### config.mk
export PLATFORM = sky130hd
export DESIGN_NAME = sort_result_streamer
export DESIGN_NICKNAME = d
export VERILOG_FILES = /design/src/rtl/sort_result_streamer.sv
export SDC_FILE = /design/constraint.sdc
export NUM_CORES = 1
export LEC_CHECK = 0
export ABC_AREA = 1
export CORE_UTILIZATION = 23
export CTS_BUF_LIST = sky130_fd_sc_hd__clkbuf_8 sky130_fd_sc_hd__clkbuf_16
export DETAILED_ROUTE_END_ITERATION = 16
export GPL_TIMING_DRIVEN = 1
export SETUP_SLACK_MARGIN = 0.05
export SLEW_MARGIN = 10
export SYNTH_ARGS = -nofsm -noshare
export SYNTH_HDL_FRONTEND = slang
export SYNTH_SLANG_ARGS = --single-unit
### constraint.sdc
create_clock -name clk -period 2.9 [get_ports clk]
set_input_delay 0.435 -clock clk [delete_from_list [all_inputs] [get_ports clk]]
set_output_delay 0.435 -clock clk [all_outputs]
set_load 0.1 [all_outputs]
### src/rtl/sort_result_streamer.sv
// Watches three processor memory words, snapshots them once stable, checks ascending
// signed order and streams a 26-byte frame (header, 3x64b LE, sorted flag) over valid/ready.
module sort_result_streamer #(
  parameter int unsigned STABLE_CYCLES = 16,
  parameter logic [7:0]  HEADER_BYTE   = 8'hA5
) (
  input  logic        clk,
  input  logic        reset,
  input  logic [63:0] elem1,
  input  logic [63:0] elem2,
  input  logic [63:0] elem3,
  input  logic        out_ready,
  output logic [7:0]  out_data,
  output logic        out_valid,
  output logic        busy,
  output logic        done,
  output logic        sorted_ok
);

  localparam logic [7:0] STABLE_MAX = 8'(STABLE_CYCLES);
  localparam logic [4:0] LAST_IDX   = 5'd25;

  typedef enum logic [1:0] {WATCH, SEND, DONE} state_t;

  state_t           state, state_nxt;
  logic [2:0][63:0] cur, prev, snap, prev_d, snap_d;
  logic [7:0]       stable_cnt, cnt_inc, cnt_d;
  logic [4:0]       byte_idx, idx_d;
  logic [7:0]       data_d, next_byte;
  logic             valid_d, busy_d, done_d, ok_d;
  logic             match_prev, match_snap, capture, xfer, order_ok;
  logic [191:0]     payload;

  // cur[2] is elem1; payload puts elem1 in the low bytes so frame byte k+1 is payload byte k
  assign cur        = {elem1, elem2, elem3};
  assign payload    = {snap[0], snap[1], snap[2]};
  assign match_prev = (cur == prev);
  assign match_snap = (cur == snap);
  assign cnt_inc    = (stable_cnt >= STABLE_MAX) ? STABLE_MAX : stable_cnt + 8'd1;
  assign capture    = (state == WATCH) && match_prev && (cnt_inc == STABLE_MAX);
  assign xfer       = out_valid && out_ready;
  assign order_ok   = ($signed(elem1) <= $signed(elem2)) && ($signed(elem2) <= $signed(elem3));
  assign next_byte  = (byte_idx == LAST_IDX - 5'd1) ? {7'b0, sorted_ok}
                                                   : payload[{byte_idx, 3'b000} +: 8];

  always_ff @(posedge clk) begin
    if (reset) state <= WATCH;
    else       state <= state_nxt;
  end

  always_comb begin
    state_nxt = state;
    unique case (state)
      WATCH:   if (capture) state_nxt = SEND;
      SEND:    if (xfer && byte_idx == LAST_IDX) state_nxt = DONE;
      DONE:    if (!match_snap) state_nxt = WATCH;
      default: state_nxt = WATCH;
    endcase
  end

  always_comb begin
    prev_d  = prev;
    snap_d  = snap;
    cnt_d   = stable_cnt;
    idx_d   = byte_idx;
    data_d  = out_data;
    valid_d = out_valid;
    busy_d  = busy;
    done_d  = done;
    ok_d    = sorted_ok;
    unique case (state)
      WATCH: begin
        prev_d = cur;
        cnt_d  = match_prev ? cnt_inc : 8'd0;
        if (capture) begin
          snap_d  = cur;
          ok_d    = order_ok;
          idx_d   = 5'd0;
          valid_d = 1'b1;
          data_d  = HEADER_BYTE;
          busy_d  = 1'b1;
        end
      end
      SEND: begin
        // data/valid simply hold while stalled; no bubble between bytes
        if (xfer) begin
          if (byte_idx == LAST_IDX) begin
            valid_d = 1'b0;
            busy_d  = 1'b0;
            done_d  = 1'b1;
          end else begin
            idx_d  = byte_idx + 5'd1;
            data_d = next_byte;
          end
        end
      end
      DONE: begin
        if (!match_snap) begin
          done_d = 1'b0;
          cnt_d  = 8'd0;
          prev_d = cur;
        end
      end
      default: ;
    endcase
  end

  always_ff @(posedge clk) begin
    if (reset) begin
      prev       <= '0;
      snap       <= '0;
      stable_cnt <= '0;
      byte_idx   <= '0;
      out_data   <= '0;
      out_valid  <= 1'b0;
      busy       <= 1'b0;
      done       <= 1'b0;
      sorted_ok  <= 1'b0;
    end else begin
      prev       <= prev_d;
      snap       <= snap_d;
      stable_cnt <= cnt_d;
      byte_idx   <= idx_d;
      out_data   <= data_d;
      out_valid  <= valid_d;
      busy       <= busy_d;
      done       <= done_d;
      sorted_ok  <= ok_d;
    end
  end

endmodule

==> metrics.csv <==
metric,value,unit
largest net degree at the start of global routing,110,
fin nets,4736,
Die ar.,113000,um^2
Synth Cell Area,25600,um^2
Post-Syn Area per Cell,6.49,um^2
antenna violations before repair,4,
root buffer cell,clkbuf_16,
combinational power share,0.197,
DR vias,26100,
DR pass1 iterations,5,
Net Sw Frac,0.292,
Port-buffer cells,206,
Flop pwr share,0.396,
Clock Latency Late Sink,0.61,ns
Startpoint Class,primary input,
vias in the first global route,24000,
number of gates resized after CTS,0,
Antenna Nets Post-Route,0,
DRT iter0 DRCs,1950,
Cell Int Power,0.0109,W
crit end category,flip-flop,
Worst Path Required,3.38,ns
Netlist cell types,39,
hold buffers post-CTS,0,
post-DP HPWL,73000,um
Slew Limit Fails,0,
chip width,336,um
Slew @ Worst Pin,0.639,ns
Leakage,15.1,nW
fmax,389,MHz
# IOs,207,
fin util,0.303,
CORE AREA,111000,um^2
Clock Power Share,0.407,
layout cells sized above 1,0.126,
Setup Skew,0.0391,ns
Syn-to-layout area delta,30.8,%
final cycle utilization of the critical path,0.888,
Mapped Nets,4275,
die height,336,um
sequential fraction of the synthesis area,0.321,
drt wl/cell,15.6,um
Multi-input gate area,14800,um^2
status,finished clean,
"Setup violations, final",0,
H-tree Lvls,2,
Setup Crit Path Kind,primary input to flip-flop,
Max Cap Viol,0,
Tmin final,2.57,ns
Post-Syn Instances,3947,
Synthesis Warnings,0,
Final Total Pwr,0.0153,W
Max Buffers Root-to-Sink,3,
FP Rows,122,
DRC,0,
first-pass GRT wire length,140000,um
Max rail drop VDD,0.000397,V
Overall Global Routing Usage,0.162,
RSZ-0062 raised after global routing,no,
# fillers,12100,
# Post-CTS Setup Buffers,0,
final hold vios,0,
Starting Density,0.232,
clock sink count,410,
CP Data Arrival Time,3.05,ns
clock slew at reported path FFs,0.06,ns
Routed WL,92800,um
GRT overflow,0,
cell area power density,458,nW/um^2
Slew headroom,0.571,
CTS tree,built,
crit-path max FO,64,
cts bufs inserted,49,
routability congestion estimate,0.886,
via/cell ratio,4.40,
#FFs+latches synth,410,
register area,8210,um^2
net switching power,0.00448,W
HP Class,flip-flop to flip-flop,
critical path: stages:
cell and delay [ns]:
clkdlybuf4s50_1 0.53, xnor2_1 0.13, nand2_1 0.07, nor2_1 0.16, nand2_1 0.10, nor2_1 0.35
nand2_1 0.17, nor2_1 0.16, nand3_2 0.14, clkinv_2 0.10, nand3_4 0.09, buf_12 0.18
buf_12 0.19, o21ai_1 0.16, a21oi_1 0.05
logic make-up (layout without fill, tap and decap cells):
kind of cell             count (synthesis)  after routing  share of synthesized area
AND/OR/NAND/NOR                       1749           1749                      0.278
AO/OA/AOI/OAI                          796            796                      0.158
other                                    0              1                          0
XOR/XNOR                               221            221                     0.0756
adder cells (fa/ha/maj)                133            133                     0.0650
flip-flops                             410            410                      0.321
buffers and inverters                  638           1134                      0.103
layout by cell type, fill, tap and decap left out, drive strengths merged:
master / synthesis / routed
nand2: 984 / 984
nor2: 509 / 509
inv: 454 / 465
a21oi: 461 / 461
dfxtp: 410 / 410
buf: 94 / 396
o21ai: 312 / 312
clkdlybuf4s50: 0 / 194
xnor2: 133 / 133
ha: 133 / 133
nand3: 93 / 93
xor2: 88 / 88
clkbuf: 86 / 60
nand3b: 52 / 52
nand4: 49 / 49
nor3: 42 / 42
clkinv: 4 / 16
or2: 14 / 14
a31oi: 10 / 10
o21a: 6 / 6
o21bai: 5 / 5
nor4: 3 / 3
bufinv: 0 / 3
diode: 0 / 1
a32o: 1 / 1
and3: 1 / 1
o211ai: 1 / 1
nor4b: 1 / 1
nor2b: 1 / 1
layout make-up:
| class | count | area share |
|---|---|---|
| Inverter | 458 | 0.0516 |
| Antenna cell | 1 | 0.0000747 |
| Clock inverter | 26 | 0.00601 |
| Clock buffer | 60 | 0.0414 |
| Multi-Input combinational cell | 2899 | 0.441 |
| Tap cell | 1488 | 0.0556 |
| Sequential cell | 410 | 0.245 |
| Timing Repair Buffer | 590 | 0.159 |
routing by layer:
metal / vias up / GRT usage / part of all wire
li1: 13500 / - / -
met3: 96 / 0.0197 / 0.056
met2: 595 / 0.285 / 0.49
met4: 0 / 0.0351 / 0.019
met5: - / 0 / 0
met1: 11900 / 0.209 / 0.44
Yosys cell counts:
library cell	instances	share of area
nor2_1	508	0.074
inv_2	68	0.010
and3_1	1	0.00024
a32o_1	1	0.00039
or2_1	1	0.00024
nand3_1	91	0.018
o211ai_1	1	0.00029
nor2b_1	1	0.00024
clkbuf_1	86	0.013
o21bai_1	4	0.0012
a21oi_1	461	0.090
buf_1	10	0.0015
nor2_2	1	0.00024
o21bai_4	1	0.00073
nor4b_1	1	0.00034
dfxtp_1	410	0.32
nand3b_1	52	0.015
clkinv_2	1	0.00020
inv_1	386	0.057
a31oi_1	10	0.0024
o21a_1	6	0.0018
or2_2	12	0.0029
xor2_1	88	0.030
or2_0	1	0.00024
nor3_2	1	0.00039
buf_2	58	0.011
o21ai_0	174	0.034
nand3_4	1	0.00068
buf_6	17	0.0075
clkinv_1	3	0.00044
ha_1	133	0.065
xnor2_1	133	0.045
buf_4	9	0.0026
nand4_1	49	0.012
o21ai_1	138	0.027
nor3_1	41	0.0080
nand3_2	1	0.00039
nand2_1	984	0.14
nor4_1	3	0.00073
stage by stage:
| stage | setup WS (ns) | cell area (um^2) | instances | TNS [ns] | hold slack [ns] |
|---|---|---|---|---|---|
| 2_1_floorplan | 0.756 | 25600 | 3947 | 0 | 0.422 |
| 3_3_place_gp | -0.261 | 31900 | 5845 | -79.28 | 0.436 |
| 3_5_place_dp | -0.298 | 31900 | 5845 | -95.20 | 0.435 |
| 4_1_cts | 0.324 | 33500 | 5931 | 0 | 0.445 |
| 5_1_grt | 0.0687 | 33500 | 5932 | 0 | 0.482 |
| 6_report | 0.326 | 33500 | 5932 | 0 | 0.444 |
power groups by stage:
stage	combinational [W]	sequential [W]	clock, W
after floorplan	0.00165	0.00622	0
after global placement	0.00298	0.00619	0
after detailed placement	0.00302	0.00620	0
after CTS	0.00304	0.00608	0.00637
after global routing	0.00339	0.00611	0.00657
final	0.00302	0.00608	0.00624
path summary, 6_finish.rpt:
kind,from,endpoint,slack (ns),depth (start not counted)
setup reg to reg,byte_idx[2],out_data[4],0.34,8
hold reg to reg,stable_cnt[5],stable_cnt[5],0.44,2
hold / removal,stable_cnt[5],stable_cnt[5],0.44,2
setup / recovery,elem3[15],payload[157],0.33,15
registers in the layout, indices dropped and copies added (netlist names):
signal,count
done,1
payload,192
sorted_ok,1
byte_idx,5
out_data,8
state,2
busy,1
stable_cnt,8
prev,192
(Power assumes the default switching activity.)
